`src/rtl/bus_arb_pkg.sv`:
```
// Shared types and constants for the two-master bus arbiter.
// BUS_ARBITER_LOCK_EN (optional) enables locked back-to-back grants.
package bus_arb_pkg;
  typedef enum logic [1:0] {IDLE, XFER, DONE} state_t;
  typedef logic mid_t;

  localparam int unsigned AW_DEF   = 30;
  localparam int unsigned DW_DEF   = 32;
  localparam int unsigned MAX_LOCK = 4;
  localparam int unsigned CNT_W    = 4;
  localparam int unsigned LOCK_CW  = 3;
endpackage

```
`src/rtl/bus_arb_rr.sv`:
```
// 2-way round-robin grant with LAST pointer; under BUS_ARBITER_LOCK_EN a
// locked master keeps priority for up to MAX_LOCK consecutive grants.
module bus_arb_rr
  import bus_arb_pkg::*;
(
  input  logic clk_i,
  input  logic rst_n_i,
  input  logic req0_i,
  input  logic req1_i,
  input  logic arb_en_i,
`ifdef BUS_ARBITER_LOCK_EN
  input  logic lock0_i,
  input  logic lock1_i,
`endif
  output logic gnt_vld_o,
  output mid_t gnt_id_o
);

  mid_t last_q;
  mid_t rr_id;

  assign rr_id     = (req0_i && req1_i) ? ~last_q : req1_i;
  assign gnt_vld_o = arb_en_i && (req0_i || req1_i);

`ifdef BUS_ARBITER_LOCK_EN
  logic               lock_q;
  mid_t               owner_q;
  logic [LOCK_CW-1:0] cnt_q;
  logic               lock_hold;
  logic               win_lock;

  // Lock priority lapses once the owner drops REQ or the grant cap is hit.
  assign lock_hold = lock_q && (cnt_q < LOCK_CW'(MAX_LOCK)) &&
                     (owner_q ? req1_i : req0_i);
  assign gnt_id_o  = lock_hold ? owner_q : rr_id;
  assign win_lock  = gnt_id_o ? lock1_i : lock0_i;

  always_ff @(posedge clk_i or negedge rst_n_i) begin
    if (!rst_n_i) begin
      last_q  <= 1'b1;
      lock_q  <= 1'b0;
      owner_q <= 1'b0;
      cnt_q   <= '0;
    end else if (gnt_vld_o) begin
      if (!lock_hold) last_q <= gnt_id_o;
      if (win_lock) begin
        lock_q  <= 1'b1;
        owner_q <= gnt_id_o;
        cnt_q   <= lock_hold ? cnt_q + LOCK_CW'(1) : LOCK_CW'(1);
      end else begin
        lock_q <= 1'b0;
        cnt_q  <= '0;
      end
    end
  end
`else
  assign gnt_id_o = rr_id;

  always_ff @(posedge clk_i or negedge rst_n_i) begin
    if (!rst_n_i)       last_q <= 1'b1;
    else if (gnt_vld_o) last_q <= gnt_id_o;
  end
`endif

endmodule

```
`src/rtl/bus_arbiter.sv`:
```
// Two-master bus arbiter: one fixed-latency transaction at a time, one-cycle ACK.
// Optional macro BUS_ARBITER_LOCK_EN adds m0_lock_i/m1_lock_i.
//   IDLE | no transaction, arbitrate and register winner's request
//   XFER | slave bus driven, latency counter running
//   DONE | one-cycle ACK + read data to the winner
module bus_arbiter
  import bus_arb_pkg::*;
#(
  parameter int unsigned LATENCY = 1,
  parameter int unsigned AW      = AW_DEF,
  parameter int unsigned DW      = DW_DEF
) (
  input  logic          clk_i,
  input  logic          rst_n_i,
  input  logic          m0_req_i,
  input  logic [AW-1:0] m0_addr_i,
  input  logic          m0_we_i,
  input  logic [3:0]    m0_be_i,
  input  logic [DW-1:0] m0_wd_i,
  output logic [DW-1:0] m0_rd_o,
  output logic          m0_ack_o,
  input  logic          m1_req_i,
  input  logic [AW-1:0] m1_addr_i,
  input  logic          m1_we_i,
  input  logic [3:0]    m1_be_i,
  input  logic [DW-1:0] m1_wd_i,
  output logic [DW-1:0] m1_rd_o,
  output logic          m1_ack_o,
`ifdef BUS_ARBITER_LOCK_EN
  input  logic          m0_lock_i,
  input  logic          m1_lock_i,
`endif
  output logic [AW-1:0] s_addr_o,
  output logic          s_we_o,
  output logic [3:0]    s_be_o,
  output logic [DW-1:0] s_wd_o,
  input  logic [DW-1:0] s_rd_i,
  output logic          busy_o,
  output logic          gnt_id_o
);

  state_t           state_q, state_d;
  logic [CNT_W-1:0] cnt_q, cnt_d;
  logic [AW-1:0]    s_addr_q, s_addr_d;
  logic             s_we_q, s_we_d;
  logic [3:0]       s_be_q, s_be_d;
  logic [DW-1:0]    s_wd_q, s_wd_d;
  logic             txn_we_q, txn_we_d;
  mid_t             own_q, own_d;
  logic             ack0_q, ack0_d, ack1_q, ack1_d;
  logic [DW-1:0]    rd0_q, rd0_d, rd1_q, rd1_d;

  logic gnt_vld;
  mid_t gnt_id;

  bus_arb_rr u_rr (
    .clk_i     (clk_i),
    .rst_n_i   (rst_n_i),
    .req0_i    (m0_req_i && !ack0_q),
    .req1_i    (m1_req_i && !ack1_q),
    .arb_en_i  (state_q == IDLE),
`ifdef BUS_ARBITER_LOCK_EN
    .lock0_i   (m0_lock_i),
    .lock1_i   (m1_lock_i),
`endif
    .gnt_vld_o (gnt_vld),
    .gnt_id_o  (gnt_id)
  );

  always_comb begin
    state_d  = state_q;
    cnt_d    = cnt_q;
    s_addr_d = s_addr_q;
    s_we_d   = 1'b0;
    s_be_d   = s_be_q;
    s_wd_d   = s_wd_q;
    txn_we_d = txn_we_q;
    own_d    = own_q;
    ack0_d   = 1'b0;
    ack1_d   = 1'b0;
    rd0_d    = '0;
    rd1_d    = '0;
    case (state_q)
      IDLE: begin
        if (gnt_vld) begin
          state_d  = XFER;
          cnt_d    = CNT_W'(LATENCY);
          own_d    = gnt_id;
          s_addr_d = gnt_id ? m1_addr_i : m0_addr_i;
          s_we_d   = gnt_id ? m1_we_i   : m0_we_i;
          txn_we_d = gnt_id ? m1_we_i   : m0_we_i;
          s_be_d   = gnt_id ? m1_be_i   : m0_be_i;
          s_wd_d   = gnt_id ? m1_wd_i   : m0_wd_i;
        end
      end
      XFER: begin
        if (cnt_q == CNT_W'(1)) begin
          state_d  = DONE;
          s_addr_d = '0;
          s_be_d   = '0;
          s_wd_d   = '0;
          if (own_q) begin
            ack1_d = 1'b1;
            rd1_d  = txn_we_q ? '0 : s_rd_i;
          end else begin
            ack0_d = 1'b1;
            rd0_d  = txn_we_q ? '0 : s_rd_i;
          end
        end else begin
          cnt_d = cnt_q - CNT_W'(1);
        end
      end
      DONE:    state_d = IDLE;
      default: state_d = IDLE;
    endcase
  end

  always_ff @(posedge clk_i or negedge rst_n_i) begin
    if (!rst_n_i) begin
      state_q  <= IDLE;
      cnt_q    <= '0;
      s_addr_q <= '0;
      s_we_q   <= 1'b0;
      s_be_q   <= '0;
      s_wd_q   <= '0;
      txn_we_q <= 1'b0;
      own_q    <= 1'b0;
      ack0_q   <= 1'b0;
      ack1_q   <= 1'b0;
      rd0_q    <= '0;
      rd1_q    <= '0;
    end else begin
      state_q  <= state_d;
      cnt_q    <= cnt_d;
      s_addr_q <= s_addr_d;
      s_we_q   <= s_we_d;
      s_be_q   <= s_be_d;
      s_wd_q   <= s_wd_d;
      txn_we_q <= txn_we_d;
      own_q    <= own_d;
      ack0_q   <= ack0_d;
      ack1_q   <= ack1_d;
      rd0_q    <= rd0_d;
      rd1_q    <= rd1_d;
    end
  end

  assign s_addr_o = s_addr_q;
  assign s_we_o   = s_we_q;
  assign s_be_o   = s_be_q;
  assign s_wd_o   = s_wd_q;
  assign m0_ack_o = ack0_q;
  assign m1_ack_o = ack1_q;
  assign m0_rd_o  = rd0_q;
  assign m1_rd_o  = rd1_q;
  assign busy_o   = (state_q != IDLE);
  assign gnt_id_o = own_q;

endmodule

```
`config.mk`:
```
export PLATFORM = sky130hd
export DESIGN_NAME = bus_arbiter
export DESIGN_NICKNAME = d
export VERILOG_FILES = /design/src/rtl/bus_arb_pkg.sv /design/src/rtl/bus_arb_rr.sv /design/src/rtl/bus_arbiter.sv
export SDC_FILE = /design/constraint.sdc
export NUM_CORES = 1
export LEC_CHECK = 0
export CAP_MARGIN = 20
export CORE_MARGIN = 3
export CORE_UTILIZATION = 44
export CTS_BUF_LIST = sky130_fd_sc_hd__clkbuf_2
export DETAILED_ROUTE_END_ITERATION = 12
export GPL_TIMING_DRIVEN = 1
export PLACE_DENSITY = 0.95
export SLEW_MARGIN = 20
export SYNTH_ARGS = -nofsm -noshare
export SYNTH_HDL_FRONTEND = slang
export SYNTH_SLANG_ARGS = --single-unit
```
`constraint.sdc`:
```
create_clock -name clk_i -period 2.7 [get_ports clk_i]
set_input_delay 0.405 -clock clk_i [delete_from_list [all_inputs] [get_ports clk_i]]
set_output_delay 0.405 -clock clk_i [all_outputs]
set_load 0.01 [all_outputs]
```
# Word-level counts from Yosys, hierarchy flattened
# Cells that the tools add are included.
[word_totals]
regBits = 142
output_inout_bits = 135
word_cells = 69
[op_classes]
addsub = 1
n_eq_ne = 5
mux = 35
n_bitwise = 1
reduce_logical = 14
[op_table]
columns = ["cell", "count"]
rows = [
  ["32-bit two-way mux", 10],
  ["30-bit two-way mux", 3],
  ["32-bit case mux with 2 select lines", 1],
  ["30-bit case mux with 2 select lines", 1],
  ["4-bit two-way mux", 5],
  ["4-bit case mux with 2 select lines", 2],
  ["1-bit two-way mux", 10],
  ["2-bit inequality test, second input constant", 3],
  ["3-bit AND reduction", 2],
  ["4-bit by 1-bit == test with 1-bit output, second input constant", 1],
  ["1-bit logical AND", 4],
  ["2-bit two-way mux", 2],
  ["2-bit case mux with 2 select lines", 1],
  ["2-bit AND reduction", 2],
  ["2-bit nonzero test", 2],
  ["4-bit by 1-bit subtractor with 4-bit output, second input constant", 1],
  ["2-bit by 1-bit == test with 1-bit output, second input constant", 1],
  ["1-bit zero test", 2],
  ["2-bit zero test", 1],
  ["1-bit logical OR", 1],
  ["1-bit NOT", 1],
]

# Logic depth before layout (Yosys ltp)
# Gate-level depths: netlist of the first run.
[logic_depth]
depth_word = 7
ltp_mapped = 8
depth_no_buf = 6

# Cells and area by module
# Synthesis of the first run repeated with hierarchy kept, for this count alone.
[unflattened]
hier_cells = 450
hier_area_um2 = 5788.1
[by_module_without_submodules]
columns = ["module", "instances", "cells_each", "area_each_um2"]
rows = [
  ["bus_arbiter", 1, 445, 5735.5],
  ["bus_arb_rr", 1, 5, 52.6],
]

# Worst setup path after synthesis of the first run
# OpenSTA, ideal clock, no wires.
[synth_timing]
path_kind = "register -> register"
startpoint = "register state_q[0]"
endpoint = "register s_addr_q[10], in the netlist s_addr_o[10]"
setup_time_ns = 0.130
arrival_ns = 1.383
t_required_ns = 2.570
path_slack_ns = 1.187
path_stages_with_launch = 7
n_path_buf = 2
path_cell_list = "dfrtp_1 > or2_1 > o21bai_2 > nor2b_1 > buf_6 > buf_6 > o2bb2ai_1"
[synth_via]
elab_chain_cells = 4
word_cells_on_any_way = 8
classes_between = "3 x eq/ne; 1 x mux; 4 x reduce/logical"
[synth_lines]
columns = ["item", "line_no", "source"]
rows = [
  ["from (decl)", "bus_arbiter.sv:42", "state_t state_q, state_d;"],
  ["from (signal assigned)", "bus_arbiter.sv:133", "state_q <= state_d;"],
  ["2-bit zero test", "bus_arbiter.sv:61, bus_arbiter.sv:83", ""],
  ["1-bit logical AND", "bus_arb_rr.sv:23", "assign gnt_vld_o = arb_en_i && (req0_i || req1_i);"],
  ["2-bit inequality test (no line)", "--", ""],
  ["3-bit AND reduction (no line)", "--", ""],
  ["to (signal assigned)", "bus_arbiter.sv:135", "s_addr_q <= s_addr_d;"],
  ["to (decl)", "bus_arbiter.sv:44", "logic [AW-1:0] s_addr_q, s_addr_d;"],
]
# Several ways; a longest one is shown, not always the timed one.
# A chain may end at the register's enable or synchronous reset.

# Worst setup path in the final report of the first run
[layout_timing]
startpoint = "register cnt_q[0]"
endpoint = "register s_addr_q[8], in the netlist s_addr_o[8]"
[layout_via]
elab_chain_cells = 3
[layout_lines]
columns = ["item", "line_no", "source"]
rows = [
  ["from (decl)", "bus_arbiter.sv:43", "logic [CNT_W-1:0] cnt_q, cnt_d;"],
  ["from (signal assigned)", "bus_arbiter.sv:134", "cnt_q <= cnt_d;"],
  ["4-bit by 1-bit == test with 1-bit output", "bus_arbiter.sv:97", "if (cnt_q == CNT_W'(1)) begin"],
  ["2-bit inequality test (no line)", "--", ""],
  ["3-bit AND reduction (no line)", "--", ""],
]
# No other way between the ends.

==> metrics.cfg, run 1 <==
[routing]
drt-vias-per-instance = 5.11
dr.pass1.iters = 6
wire_per_inst_um = 20.3
drt_iter0_markers = 268
drc = 0
vias = 4720
ant_nets = 0
totalWireLength_um = 18700

[sta]
max_freq_mhz = 424
setup_ws_ps = 340
rsz0062_at_grt = no
relSlewSlack = 0.338
fin_skew_ps = 23.2
tightestPinTransition_ps = 991
period_minus_slack_ps = 2360
slew_violations = 0
timing.final.crit_share = 0.874
finalHoldViolCount = 0
tns_ps = 0
setup_viol = 0

[die]
core_mm2 = 0.0123
die_x_um = 120
io_pins = 305
num_rows = 40
fp.dieH_um = 120
die_area_mm2 = 0.0143
initial_core_util = 0.461

[yosys]
synth_cell_type_count = 26
synth.most_common_cell = dfrtp_1
synth_edf_count = 0
ys_warn_count = 0
synth_common_cells = 141 x dfrtp_1, 68 x mux2i_1, 66 x nor2_1, 66 x o2bb2ai_1, 35 x nand2b_1
async_flop_share = 1.00
synth_area_leaders = dfrtp_1 62%, mux2i_1 12%, o2bb2ai_1 10%
seq_area_frac_synth = 0.626
synth_area_per_cell_um2 = 12.9
yosysTopAreaCell = dfrtp_1
synth_top_area_frac = 0.622
synth_nets = 613
ys.flop_type = dfrtp_1
netlist_area_mm2 = 0.00568
ys_ff_latch = 142
syn_inst = 441

[power]
p_clk_frac = 0.156
vdd_drop_max_v = 0.000526
switching_share = 0.365
internal_power_mw = 5.32
leakage_nw = 4.09
p_sw_mw = 3.06
p_seq_frac = 0.381
combinationalPowerShare = 0.463
powerDensity_mw_per_mm2 = 919

[clock_tree]
clock_path_buffers = 2
cts_tree = done
clkTransAtPathRegs_ps = 210
numCtsBuffers = 17
clk_latency_ps = 700
clock-sinks = 142
clockRootBuffer = clkbuf_2
cts_setup_buffers = 0
htreeDepth = 4

[grt]
grt_use_total = 0.266
grt_overflow_total = 0
grt_pass1_vias = 5266
grt_pass1_wl_um = 29100
antenna_found_initial = 2
grt_max_degree = 77

[critical_path]
cp_top_family = simple AND/OR/NAND/NOR gates
crit_end = s_addr_o[8]$_DFFE_PN0P_
worst-path-buf-inv = 1
reg2reg_slack_ps = 340
start_kind = register
crit_slowest_cell = nor2b_4
critical_path_cell_count = 6
reg2regPathDepth = 6
r2r-end = s_addr_o[8]$_DFFE_PN0P_
r2r-start = cnt_q[0]$_DFFE_PN0P_
cp_max_fo = 43
startpoint = cnt_q[0]$_DFFE_PN0P_
max_stage_delay_ps = 780
worstSetupPathType = register to register
crit_path_end_kind = register
cp_cell_sequence = ha_1, nand2b_1, nor3_2, nor2b_4, buf_4, o2bb2ai_1
critical_path_arrival_ps = 2980
required_ps = 3320

[status]
status = completed

[final_layout]
nNetsFinal = 912
syn_to_final_growth_pct = 60.8
drive_gt1_frac = 0.0611
fin_cells = 923

[job]
drv_cap = 0

[placement]
io_buffers = 304
place_worst_setup_slack_ps = 80.1
gp_congestion = 0.800
dpl.cell_count = 888
dpl.hpwl_um = 13800

[worst_hold_path]
hold_class = input port to async pin

metal layers:
metal | up-vias | GRT usage | routed length, um
li1 | 2140 | - | -
met1 | 2301 | 0.278 | 6570
met2 | 243 | 0.468 | 9650
met3 | 36 | 0.127 | 2030
met4 | 0 | 0.0923 | 435
met5 | - | 0 | 0
final cells by class:
| cell class | count | area (um2) |
|---|---|---|
| diodes | 2 | 5.00 |
| clock buffers | 19 | 95.1 |
| clock inverters | 13 | 163 |
| fillers | 791 | 3190 |
| inverters | 5 | 18.8 |
| multi-input cells | 261 | 1930 |
| flip-flops and latches | 142 | 3550 |
| well taps | 168 | 210 |
| repair buffers | 313 | 3150 |
power groups by stage:
| stage | clock network, mW | registers (mW) | logic [mW] |
|---|---|---|---|
| 3_3_place_gp | 0 | 3.19 | 3.72 |
| 2_1_floorplan | 0 | 3.42 | 1.70 |
| 3_5_place_dp | 0 | 3.22 | 3.89 |
| 6_report | 1.31 | 3.20 | 3.88 |
| 4_1_cts | 1.35 | 3.19 | 3.92 |
| 5_1_grt | 1.43 | 3.27 | 4.15 |
flip-flops by register name, indices dropped and copies added (netlist names):
| signal | cells |
|---|---|
| txn_we_q | 1 |
| u_rr.last_q | 1 |
| s_wd_o | 32 |
| gnt_id_o | 1 |
| m0_rd_o | 32 |
| state_q | 2 |
| s_we_o | 1 |
| cnt_q | 4 |
| s_be_o | 4 |
| m1_ack_o | 1 |
| m1_rd_o | 32 |
| m0_ack_o | 1 |
| s_addr_o | 30 |
placed cells by master (no fill, tap or decap), types with 3 or more instances in the layout:
| cell type | n |
|---|---|
| clkbuf_2 | 19 |
| nand2b_1 | 35 |
| nor2_1 | 66 |
| o2bb2ai_1 | 66 |
| dfrtp_1 | 141 |
| clkdlybuf4s50_1 | 303 |
| buf_12 | 3 |
| clkinv_4 | 3 |
| nand2_1 | 7 |
| mux2i_1 | 68 |
| inv_1 | 4 |
| bufinv_16 | 3 |
| buf_4 | 5 |
| o21ai_1 | 4 |
| inv_6 | 3 |
worst min path at each step:
| stage | from | to |
|---|---|---|
| final | rst_n_i | m1_rd_o[15]$_DFF_PN0_ |
| after detailed placement | rst_n_i | m0_rd_o[15]$_DFF_PN0_ |
| after floorplan | rst_n_i | cnt_q[0]$_DFFE_PN0P_ |
| after global placement | rst_n_i | m0_rd_o[15]$_DFF_PN0_ |
| after global routing | rst_n_i | m1_rd_o[15]$_DFF_PN0_ |
| after CTS | rst_n_i | s_we_o$_DFF_PN0_ |
through the flow:
stage | hold WS (ps) | util | cell area, um2 | total power [mW]
global route | 46.2 | 0.741 | 9130 | 8.85
global placement | 313 | 0.719 | 8850 | 6.90
finish | 109 | 0.741 | 9130 | 8.39
detailed placement | 317 | 0.719 | 8850 | 7.11
floorplan | 109 | - | 5680 | 5.12
CTS | 25.1 | 0.741 | 9120 | 8.46
logic make-up (layout without fill, tap and decap cells):
group / after synthesis / after routing / share of synthesized area
flops: 142 / 142 / 0.626
simple gates: 115 / 115 / 0.0957
compound gates: 74 / 74 / 0.112
mux: 70 / 70 / 0.124
buf+inv: 38 / 350 / 0.0379
fa+ha+maj: 2 / 2 / 0.00441
other cells: 0 / 2 / 0
repair_timing:
item	4_1_cts	5_1_grt
setup endpoints to repair	0	0
hold buffers	1	0
gates resized for setup	0	0
hold endpoints to repair	141	0
Note: power is estimated with default switching activity, not from simulation.
==> inputs of run 2 (changes only) <==
CORE_UTILIZATION = 40   (was 44)
PLACE_DENSITY = 0.91   (was 0.95)
clock period = 2.2 ns   (was 2.7 ns; I/O delays follow)
==> run 2 against run 1 <==
  * Sequential share of layout area hardly changed
  * Clock skew is 2.1 ps lower
  * Power is 20% higher
  * Critical path type is now register to output pin
  * Combinational power is 23% higher
  * Via count is 0.70% lower
  * Non-clock buffer count is 3 higher
  * Critical path depth is 5 lower
  * Register-to-register slack hardly changed
==> metrics.cfg, run 2 (same netlist as run 1, synthesis figures left out) <==
[status]
status = completed

[critical_path]
crit_path_end_kind = output pin
cp_top_family = buffers and inverters
startpoint = gnt_id_o$_DFFE_PN0P_
crit_slowest_cell = clkdlybuf4s50_1
r2r-start = cnt_q[1]$_DFFE_PN0P_
required_ps = 1870  ; -1450 ps
start_kind = register
worstSetupPathType = register to output pin
cp_cell_sequence = clkdlybuf4s50_1
cp_max_fo = 4  ; -91%
worst-path-buf-inv = 1  ; unchanged
critical_path_arrival_ps = 1710  ; -1270 ps
max_stage_delay_ps = 640  ; -140 ps

[sta]
relSlewSlack = 0.439  ; +0.101
max_freq_mhz = 490
hold_ws_ps = 131  ; +22.6 ps
tns_ps = 0  ; unchanged
timing.final.crit_share = 0.928
fin_skew_ps = 21.2  ; -2.06 ps
slew_violations = 0  ; unchanged
setup_viol = 0  ; unchanged
period_minus_slack_ps = 2040
finalHoldViolCount = 0  ; unchanged
rsz0062_at_grt = no
setup_ws_ps = 159  ; -181 ps
tightestPinTransition_ps = 841  ; -150 ps

[routing]
ant_nets = 0  ; unchanged
dr.pass1.iters = 4  ; -2
drt_iter0_markers = 240  ; -10%
totalWireLength_um = 17800  ; -4.9%
vias = 4687  ; -0.70%
drt-vias-per-instance = 5.03  ; -1.7%
drc = 0  ; unchanged
wire_per_inst_um = 19.1  ; -5.8%

[die]
die_area_mm2 = 0.0157  ; +9.5%
core_mm2 = 0.0136  ; +10%
initial_core_util = 0.419  ; -0.0424
num_rows = 42  ; +5.0%
fp.dieH_um = 125  ; +4.6%
die_x_um = 125  ; +4.6%
io_pins = 305  ; unchanged

[power]
powerDensity_mw_per_mm2 = 1100  ; +20%
leakage_nw = 4.07  ; -0.39%
total_power_mw = 10.1  ; +20%
vdd_drop_max_v = 0.000636  ; +21%

[grt]
grt_pass1_wl_um = 28100  ; -3.5%
grt_use_total = 0.229  ; -0.0371
grt_max_degree = 67  ; -13%
grt_overflow_total = 0  ; unchanged
antenna_found_initial = 1  ; -1
grt_pass1_vias = 5136  ; -2.5%

[placement]
place_worst_setup_slack_ps = 132  ; +52.0 ps
dpl.hpwl_um = 13300  ; -3.4%
dpl.cell_count = 899  ; +1.2%
gp_congestion = 0.900  ; +13%
io_buffers = 304  ; unchanged

[final_layout]
layout_common_cells = 302 x clkdlybuf4s50_1, 141 x dfrtp_1, 68 x mux2i_1
nNetsFinal = 915  ; +0.33%
fin_cells = 932  ; +0.98%
fillers = 961  ; +21%
drive_gt1_frac = 0.0636  ; +0.00249
syn_to_final_growth_pct = 60.8  ; about the same
layout.cells.most_common = clkdlybuf4s50_1

[worst_hold_path]
hold_class = input port to async pin

[clock_tree]
clock_path_buffers = 2  ; unchanged
cts_setup_buffers = 0  ; unchanged
cts_tree = done
clock-sinks = 142  ; unchanged
htreeDepth = 4  ; unchanged
numCtsBuffers = 17  ; unchanged
clkTransAtPathRegs_ps = 220  ; about the same
clk_latency_ps = 660  ; -40 ps
clockRootBuffer = clkbuf_2

[job]
drv_cap = 0  ; unchanged

run 2: cell types whose count changed in the layout (fill, tap and decap cells not counted), moves of 2 or more:
cell / before / now
clkinvlp_4: 1 / 5
buf_12: 3 / 5
bufinv_16: 3 / 1
clkbuf_2: 19 / 17
clkinv_4: 3 / 1
run 2: routing by layer:
metal | vias to the layer above | part of all wire | global-route usage
met1 | 2300 | 0.37 | 0.252
met3 | 31 | 0.094 | 0.0917
li1 | 2136 | - | -
met2 | 220 | 0.51 | 0.398
met5 | - | 0 | 0
met4 | 0 | 0.025 | 0.0874
run 2: metrics by stage:
step	cell area, um2	util
floorplan	5680	-
global placement	8910	0.657
detailed placement	8910	0.657
CTS	9120	0.673
global route	9130	0.673
finish	9130	0.673
run 2: report_power, final:
part / internal (mW) / switching (mW)
Sequential: 3.41 / 0.484
Combinational: 2.52 / 2.27
Clock: 0.398 / 0.973
Total: 6.33 / 3.72
run 2: path summary, 6_finish.rpt:
path / end / slack [ps] / cells after the start
worst max-delay path: gnt_id_o / 160 / 1
worst min-delay path: m1_rd_o[16]$_DFF_PN0_ / 130 / 2
worst max register to register: m0_rd_o[8]$_DFF_PN0_ / 330 / 8
worst min register to register: u_rr.last_q$_DFFE_PN1P_ / 500 / 2
max in group asynchronous: m0_rd_o[4]$_DFF_PN0_ / 1380 / 3
min in group clk_i: m0_rd_o[23]$_DFF_PN0_ / 190 / 3
run 2: timing repair:
| item | in CTS | in global routing |
|---|---|---|
| gates resized for setup | 1 | 0 |
| endpoints found under the hold margin | 142 | 0 |
| setup endpoints to repair | 1 | 0 |
| hold buffers | 1 | 0 |
run 2: layout make-up:
class / instances / area (um2) / area share
well taps: 176 / 220 / 0.0241
clock buffers: 17 / 85.1 / 0.00932
clock inverters: 14 / 120 / 0.0132
diodes: 1 / 2.50 / 0.000274
repair buffers: 316 / 3200 / 0.350
multi-input cells: 261 / 1930 / 0.211
inverters: 5 / 18.8 / 0.00206
flip-flops and latches: 142 / 3550 / 0.389
==> inputs of run 3 (changes only) <==
CTS_CLUSTER_SIZE = 24   (was unset)
==> results of run 3 <==
No change in the layout: final DEF, timing and power equal those of run 2.
